`config.mk`:
```
export PLATFORM = sky130hd
export DESIGN_NAME = i2c_req_arbiter
export DESIGN_NICKNAME = d
export VERILOG_FILES = /design/src/rtl/i2c_req_arbiter.sv
export SDC_FILE = /design/constraint.sdc
export NUM_CORES = 1
export LEC_CHECK = 0
export CORE_ASPECT_RATIO = 0.7
export CORE_MARGIN = 10
export CORE_UTILIZATION = 43
export DETAILED_ROUTE_END_ITERATION = 12
export GPL_ROUTABILITY_DRIVEN = 0
export GPL_TIMING_DRIVEN = 0
export PLACE_DENSITY = 0.88
export SYNTH_ARGS = -nofsm -noshare
export SYNTH_HDL_FRONTEND = slang
export SYNTH_SLANG_ARGS = --single-unit
export TNS_END_PERCENT = 30
```
`constraint.sdc`:
```
create_clock -name clk -period 2.49 [get_ports clk]
set_input_delay 0.498 -clock clk [delete_from_list [all_inputs] [get_ports clk]]
set_output_delay 0.498 -clock clk [all_outputs]
set_load 0.05 [all_outputs]
```
`src/rtl/i2c_req_arbiter.sv`:
```
// Round-robin arbiter that shares one I2C master core among three requesters.
// Optional watchdog: define I2C_ARB_TIMEOUT_EN to add the ABORT path and m_abort.
//
// state | meaning
// IDLE  | waiting for any req; round-robin winner latched on exit
// GRANT | winner's address/rw/wdata copied to the master command
// START | m_start held until the master reports m_busy
// WAIT  | master busy; waiting for m_done
// DONE  | one-cycle completion pulse to the granted requester
// ABORT | one-cycle watchdog abort (I2C_ARB_TIMEOUT_EN only)
module i2c_req_arbiter #(
    parameter logic [15:0] TIMEOUT_CYC = 16'd50000
) (
    input  logic        clk,
    input  logic        reset,
    input  logic [2:0]  req,
    input  logic [20:0] req_addr,
    input  logic [2:0]  req_rw,
    input  logic [23:0] req_wdata,
    output logic [2:0]  gnt,
    output logic [2:0]  done,
    output logic [2:0]  ack_err,
    output logic [7:0]  rdata,
    output logic        interupt,
    output logic        m_start,
    output logic [6:0]  m_addr,
    output logic        m_rw,
    output logic [7:0]  m_wdata,
    input  logic        m_busy,
    input  logic        m_done,
    input  logic        m_nack,
    input  logic [7:0]  m_rdata,
    output logic        m_abort
);

    typedef enum logic [2:0] {
        IDLE  = 3'd0,
        GRANT = 3'd1,
        START = 3'd2,
        WAIT  = 3'd3,
`ifdef I2C_ARB_TIMEOUT_EN
        ABORT = 3'd5,
`endif
        DONE  = 3'd4
    } state_t;

    state_t     state;
    logic [1:0] last_gnt;
    logic [1:0] win_idx;
    logic       win_vld;
    logic [1:0] c1, c2, c3;

    if (TIMEOUT_CYC < 16'd2) begin : g_bad_cfg
        $error("TIMEOUT_CYC must be at least 2");
    end

    function automatic logic [1:0] rr_next(input logic [1:0] idx);
        return (idx == 2'd2) ? 2'd0 : idx + 2'd1;
    endfunction

    // c1 is the highest-priority candidate, so it is evaluated last
    always_comb begin
        c1 = rr_next(last_gnt);
        c2 = rr_next(c1);
        c3 = rr_next(c2);
        win_idx = 2'd0;
        win_vld = 1'b0;
        if (req[c3]) begin win_idx = c3; win_vld = 1'b1; end
        if (req[c2]) begin win_idx = c2; win_vld = 1'b1; end
        if (req[c1]) begin win_idx = c1; win_vld = 1'b1; end
    end

`ifdef I2C_ARB_TIMEOUT_EN
    logic [15:0] to_cnt;
    logic        to_hit;
    assign to_hit = (to_cnt == 16'(TIMEOUT_CYC - 16'd1));
`else
    assign m_abort = 1'b0;
`endif

    always_ff @(posedge clk or negedge reset) begin
        if (!reset) begin
            state    <= IDLE;
            last_gnt <= 2'd2;
            gnt      <= '0;
            done     <= '0;
            ack_err  <= '0;
            rdata    <= '0;
            interupt <= 1'b0;
            m_start  <= 1'b0;
            m_addr   <= '0;
            m_rw     <= 1'b0;
            m_wdata  <= '0;
`ifdef I2C_ARB_TIMEOUT_EN
            m_abort  <= 1'b0;
            to_cnt   <= '0;
`endif
        end else begin
            done     <= '0;
            ack_err  <= '0;
            interupt <= 1'b0;
`ifdef I2C_ARB_TIMEOUT_EN
            m_abort  <= 1'b0;
            if (state == START || state == WAIT)
                to_cnt <= to_cnt + 16'd1;
`endif
            case (state)
                IDLE: begin
                    if (win_vld) begin
                        gnt      <= 3'b001 << win_idx;
                        last_gnt <= win_idx;
                        state    <= GRANT;
                    end
                end
                GRANT: begin
                    case (last_gnt)
                        2'd0: begin
                            m_addr  <= req_addr[6:0];
                            m_rw    <= req_rw[0];
                            m_wdata <= req_wdata[7:0];
                        end
                        2'd1: begin
                            m_addr  <= req_addr[13:7];
                            m_rw    <= req_rw[1];
                            m_wdata <= req_wdata[15:8];
                        end
                        default: begin
                            m_addr  <= req_addr[20:14];
                            m_rw    <= req_rw[2];
                            m_wdata <= req_wdata[23:16];
                        end
                    endcase
                    m_start <= 1'b1;
`ifdef I2C_ARB_TIMEOUT_EN
                    to_cnt  <= '0;
`endif
                    state   <= START;
                end
                START: begin
                    if (m_busy) begin
                        m_start <= 1'b0;
                        state   <= WAIT;
                    end
`ifdef I2C_ARB_TIMEOUT_EN
                    else if (to_hit) begin
                        m_start  <= 1'b0;
                        m_abort  <= 1'b1;
                        done     <= gnt;
                        ack_err  <= gnt;
                        interupt <= 1'b1;
                        rdata    <= '0;
                        state    <= ABORT;
                    end
`endif
                end
                WAIT: begin
                    if (m_done) begin
                        done     <= gnt;
                        ack_err  <= m_nack ? gnt : 3'b000;
                        interupt <= 1'b1;
                        rdata    <= m_rw ? m_rdata : 8'h00;
                        state    <= DONE;
                    end
`ifdef I2C_ARB_TIMEOUT_EN
                    else if (to_hit) begin
                        m_abort  <= 1'b1;
                        done     <= gnt;
                        ack_err  <= gnt;
                        interupt <= 1'b1;
                        rdata    <= '0;
                        state    <= ABORT;
                    end
`endif
                end
                DONE: begin
                    gnt   <= '0;
                    rdata <= '0;
                    state <= IDLE;
                end
`ifdef I2C_ARB_TIMEOUT_EN
                ABORT: begin
                    gnt   <= '0;
                    state <= IDLE;
                end
`endif
                default: state <= IDLE;
            endcase
        end
    end

endmodule

```
==> results of run 1 <==
-- cell usage in the layout, fill, tap and decap left out, types with 3 or more instances in the layout --
cell type         n
nand2_1          21
and3_1            4
o21ai_0          18
nor3_1            3
mux2i_1          16
and2_1            3
buf_2             7
nand3b_1          3
clkdlybuf4s50_1  97
mux2_1           10
mux2_2            6
dfrtp_1          39
nor2_1            4
clkbuf_1          3
a22o_1            8
clkbuf_8          5
o21ai_1           5
-- cell families after synthesis --
| logic type | after synthesis | share of synthesized area |
|---|---|---|
| compound gates | 40 | 0.132 |
| buf+inv | 15 | 0.0448 |
| flops | 40 | 0.520 |
| mux | 32 | 0.177 |
| other cells | 1 | 0.00194 |
| simple gates | 47 | 0.125 |
-- layer usage --
layer | vias up | routed length [um]
met2 | 69 | 2720
met4 | 0 | 55
met1 | 818 | 2540
met5 | - | 0
li1 | 827 | -
met3 | 5 | 484
-- area by class of cell --
class / count / area (um2)
clock buffers: 6 / 72.6
flip-flops and latches: 40 / 1000
repair buffers: 98 / 976
well taps: 55 / 68.8
inverters: 2 / 7.51
plain buffers: 13 / 78.8
multi-input cells: 120 / 840
clock inverters: 2 / 35.0
fillers: 338 / 1250
-- stage by stage --
step                       util  power [mW]
final                     0.712        3.82
after global routing      0.712        4.06
after CTS                 0.712        3.87
after detailed placement  0.687        3.35
after global placement    0.688        3.30
after floorplan               -        2.55
-- worst paths after layout --
check                                               to  slack (ns)                     from  depth (start not counted)
worst max-delay path                            gnt[1]        0.45       gnt[1]$_DFFE_PN0P_                          1
worst min-delay path               m_start$_DFFE_PN0P_        0.32                    reset                          1
worst max register to register   m_addr[2]$_DFFE_PN0N_        0.83  last_gnt[1]$_DFFE_PN1P_                          4
worst min register to register  m_wdata[3]$_DFFE_PN0N_        0.49   m_wdata[3]$_DFFE_PN0N_                          1
max in group asynchronous       m_wdata[5]$_DFFE_PN0N_        1.64                    reset                          1
min in group clk                m_wdata[3]$_DFFE_PN0N_        0.49   m_wdata[3]$_DFFE_PN0N_                          1
-- power groups by stage --
stage | clock network [mW] | logic [mW] | registers [mW]
6_report | 0.507 | 2.26 | 1.05
5_1_grt | 0.553 | 2.41 | 1.09
2_1_floorplan | 0 | 0.742 | 1.81
3_3_place_gp | 0 | 2.25 | 1.05
3_5_place_dp | 0 | 2.29 | 1.07
4_1_cts | 0.523 | 2.29 | 1.05
-- state kept, by name (all words and copies together) (netlist names) --
| name | cells |
|---|---|
| ack_err | 3 |
| done | 3 |
| gnt | 3 |
| interupt | 1 |
| last_gnt | 2 |
| m_addr | 7 |
| m_rw | 1 |
| m_start | 1 |
| m_wdata | 8 |
| rdata | 8 |
| state | 3 |
==> results.toml, run 1 <==
[place]
dpl-instance-area_um2 = 2970
placed_cells = 328
io_buffers = 98
detailedPlace.worstSlack_ns = 0.549
dp_hpwl_um = 4780

[cells_and_area]
diodes = 0
layout-drive-gt1-share = 0.0996
final_area_um2 = 3080
fin_cells = 336
nNetsFinal = 344
syn_to_final_growth_pct = 59.8

[drt]
dr_total_vias = 1719
wire_per_inst_um = 17.3
drc = 0
wl_um = 5810
via_per_inst = 5.12
ant_nets = 0
first_pass_iters = 4
drt_iter0_drc = 28

[die]
dieArea_um2 = 7610
die_w_um = 100
fp-row-count = 20
coreArea_um2 = 4330
fp.dieH_um = 76.0
io_pins = 100
start_util = 0.445

[sta]
setup_viol_count_final = 0
hold_viol = 0
setup_slack_ns = 0.452
period_needed_ns = 2.04
period_share = 0.818
fin_tns_setup_ns = 0
skew_ns = 0.00429
slew_viol_final = 0
holdWs_ns = 0.319
max_slew_margin = 0.435
max_freq_mhz = 491
rsz0062_at_grt = "no"
tightestPinTransition_ns = 0.848

[worst_setup_path]
start_kind = "register"
cp_max_fo = 5
required_ns = 1.99
slowest_stage = "clkdlybuf4s50_1"
path_delay_family = "buffers and inverters"
worstSetupPathType = "register to output pin"
crit_path_end_kind = "output pin"
crit_path_cell_trace = "clkdlybuf4s50_1"
cp.arrival_ns = 1.54
crit_buf_inv = 1
max_stage_delay_ns = 0.84

[cts]
cts_tree = "yes"
cts.sinks = 40
post_cts_resized = 0
numCtsBuffers = 5
clockRootBuffer = "clkbuf_8"
clockBufferDepth = 2
clk_latency_ns = 0.28
cts_max_level = 2
post_cts_buffers = 0
cts_hold_buf = 0
clkTransAtPathRegs_ns = 0.07

[run]
maxCapViolCount = 0

[power_and_ir_drop]
sw_frac_of_total = 0.457
p_seq_frac = 0.275
irDropWorstVdd_mv = 0.673
power.density_nw_per_um2 = 1240
combPwrFrac = 0.592
p_leak_nw = 1.32
power_switching_mw = 1.75
power.internal_mw = 2.07
clock_power_share = 0.133

[global_route]
grt.busiest_layer = "met2"
grt_max_degree = 41
grtUsageMet3 = 0.0534
grt_overflow = 0
grt_antenna_before_repair = 0
grt_pass1_vias = 1827
grt_pass1_wl_um = 9370
grt_use_met2 = 0.238
track_usage = 0.149
grt_util_met1 = 0.184

[min_path]
hold_class = "input pin to asynchronous set/reset pin"

[logic_synthesis]
synth_top_area_cell = "dfrtp_1"
ys_warn_count = 0
synth_area_per_cell_um2 = 11.0
synth_edf_count = 0
synth.most_common_cell = "dfrtp_1"
ys_top_cells_by_area = "dfrtp_1 (51%), mux2i_1 (8.3%), mux2_1 (5.8%), o21ai_0 (4.7%), nand2_1 (4.1%)"
synth_cell_types = 36
synth_ff_type = "dfrtp_1"
ys_async_sr_fraction = 1.00
seq_area_frac_synth = 0.520
synthCells = 175
synthTopCellsByCount = "dfrtp_1 (39), nand2_1 (21), o21ai_0 (18)"
synthesis.area_um2 = 1930
synth_seq_cells = 40
yosys.area.top_type_share = 0.506
synth_fp_nets = 239

[outcome]
outcome = "finished clean"
Note: power is estimated with default switching activity, not from simulation.
==> run 2: changes to the inputs <==
--- a/config.mk
+++ b/config.mk
@@ -7,11 +7,11 @@
 export LEC_CHECK = 0
 export CORE_ASPECT_RATIO = 0.7
 export CORE_MARGIN = 10
-export CORE_UTILIZATION = 43
+export CORE_UTILIZATION = 39
 export DETAILED_ROUTE_END_ITERATION = 12
 export GPL_ROUTABILITY_DRIVEN = 0
 export GPL_TIMING_DRIVEN = 0
-export PLACE_DENSITY = 0.88
+export PLACE_DENSITY = 0.81
 export SYNTH_ARGS = -nofsm -noshare
 export SYNTH_HDL_FRONTEND = slang
 export SYNTH_SLANG_ARGS = --single-unit
==> constraint.sdc (replaced) <==
create_clock -name clk -period 2 [get_ports clk]
set_input_delay 0.4 -clock clk [delete_from_list [all_inputs] [get_ports clk]]
set_output_delay 0.4 -clock clk [all_outputs]
set_load 0.05 [all_outputs]
==> run 2 against run 1 <==
Net effect: critical path type unchanged; sequential power rose by 25%; combinational power increased by 23%; clock power up 34%; non-clock buffer count did not move; first-iteration DRC count up 39%; largest cell class unchanged; setup slack worse by 0.37 ns; largest power group unchanged; global-route usage fell by 1.8 points; final cell count is 4.2% higher.
==> results.toml, run 2 (same netlist as run 1, synthesis figures left out) <==
[cells_and_area]
top_regs = "m_wdata: 8 flops, rdata: 8 flops, m_addr: 7 flops"
multi_input_area_um2 = 840
nNetsFinal = 344
diodes = 0
fin_cells = 350
layout-drive-gt1-share = 0.103
syn_to_final_growth_pct = 61.3
final_common_cell = "clkdlybuf4s50_1"
final_util = 0.650
fill_cells = 411
regArea_um2 = 1000
most-common-layout-cells = "clkdlybuf4s50_1 (95), dfrtp_1 (39), nand2_1 (21)"
final_area_um2 = 3110

[run]
maxCapViolCount = 0

[worst_setup_path]
r2r_setup_slack_ns = 0.35
r2r_start = "last_gnt[1]$_DFFE_PN1P_"
crit_path_end_kind = "output pin"
r2r-end = "m_addr[3]$_DFFE_PN0N_"
max_stage_delay_ns = 0.83
slowest_stage = "clkdlybuf4s50_1"
crit_path_cell_trace = "clkdlybuf4s50_1"
crit_buf_inv = 1
worstSetupPathType = "register to output pin"
required_ns = 1.60
rr_worst_depth = 4
path_delay_family = "buffers and inverters"
cp.arrival_ns = 1.52
cp_max_fo = 4
start_kind = "register"

[sta]
slew_viol_final = 0
max_slew_margin = 0.419
fin_tns_setup_ns = 0
setup_viol_count_final = 0
skew_ns = 0.00562
setup_slack_ns = 0.0790
period_share = 0.961
tightestPinTransition_ns = 0.871
holdWs_ns = 0.219
max_freq_mhz = 521
period_needed_ns = 1.92
hold_viol = 0
rsz0062_at_grt = "no"

[drt]
dr_total_vias = 1646
ant_nets = 0
drt_iter0_drc = 39
wire_per_inst_um = 15.8
first_pass_iters = 4
wl_um = 5550
drc = 0
via_per_inst = 4.70

[power_and_ir_drop]
power.density_nw_per_um2 = 1540
fin_total_pwr_mw = 4.78
irDropWorstVdd_mv = 0.699
p_leak_nw = 1.35

[place]
placed_cells = 342
dp_hpwl_um = 4460
dpl-instance-area_um2 = 2990
detailedPlace.worstSlack_ns = 0.173
io_buffers = 98

[cts]
clockBufferDepth = 2
clkTransAtPathRegs_ns = 0.08
clockRootBuffer = "clkbuf_8"
cts_tree = "yes"
numCtsBuffers = 5
cts.sinks = 40
cts_max_level = 2
clk_latency_ns = 0.29

[global_route]
grt_antenna_before_repair = 0
grtUsageMet3 = 0.0444
track_usage = 0.132
grt_pass1_vias = 1750
grt_util_met1 = 0.166
grt_overflow = 0
grt.busiest_layer = "met2"
grt_pass1_wl_um = 8940
grt_max_degree = 41
grt_use_met2 = 0.217

[die]
io_pins = 100
fp.dieH_um = 78.8
start_util = 0.403
coreArea_um2 = 4780
dieArea_um2 = 8200
fp-row-count = 21
die_w_um = 104

[min_path]
hold_class = "input pin to asynchronous set/reset pin"

[outcome]
outcome = "finished clean"
-- run 2: area by class of cell --
class                   instances  area share
multi-input cells             120       0.270
inverters                       2     0.00241
clock buffers                   5      0.0221
well taps                      69      0.0278
repair buffers                 98       0.315
clock inverters                 3      0.0149
plain buffers                  13      0.0253
flip-flops and latches         40       0.322
-- run 2: per-layer routing --
metal  part of all wire  vias to the layer above
met5                  0                        -
met4             0.0014                        0
met3              0.054                        2
met2               0.47                       53
met1               0.48                      765
li1                   -                      826
-- run 2: timing repair --
action	4_1_cts	5_1_grt
setup buffers	0	0
gates resized for setup	0	2
hold buffers	0	0
setup endpoints to repair	0	2
-- run 2: power by group --
| part | leakage, nW | switching (mW) | total, mW | internal [mW] |
|---|---|---|---|---|
| Sequential | 0.500 | 0.179 | 1.31 | 1.13 |
| Clock | 0.0548 | 0.304 | 0.680 | 0.376 |
| Combinational | 0.792 | 1.72 | 2.79 | 1.08 |
| Total | 1.35 | 2.20 | 4.78 | 2.59 |
-- run 2: worst max path at each step --
stage / startpoint / end / slack, ns / cells past startpoint
2_1_floorplan: last_gnt[1]$_DFFE_PN1P_ / m_addr[0]$_DFFE_PN0N_ / 0.62 / 4
3_3_place_gp: reset / m_addr[6]$_DFFE_PN0N_ / -0.48 / 1
3_5_place_dp: m_done / rdata[5]$_DFFE_PN0P_ / 0.17 / 6
4_1_cts: gnt[2]$_DFFE_PN0P_ / gnt[2] / 0.0003 / 1
5_1_grt: gnt[0]$_DFFE_PN0P_ / gnt[0] / 0.02 / 1
6_report: gnt[0]$_DFFE_PN0P_ / gnt[0] / 0.08 / 1
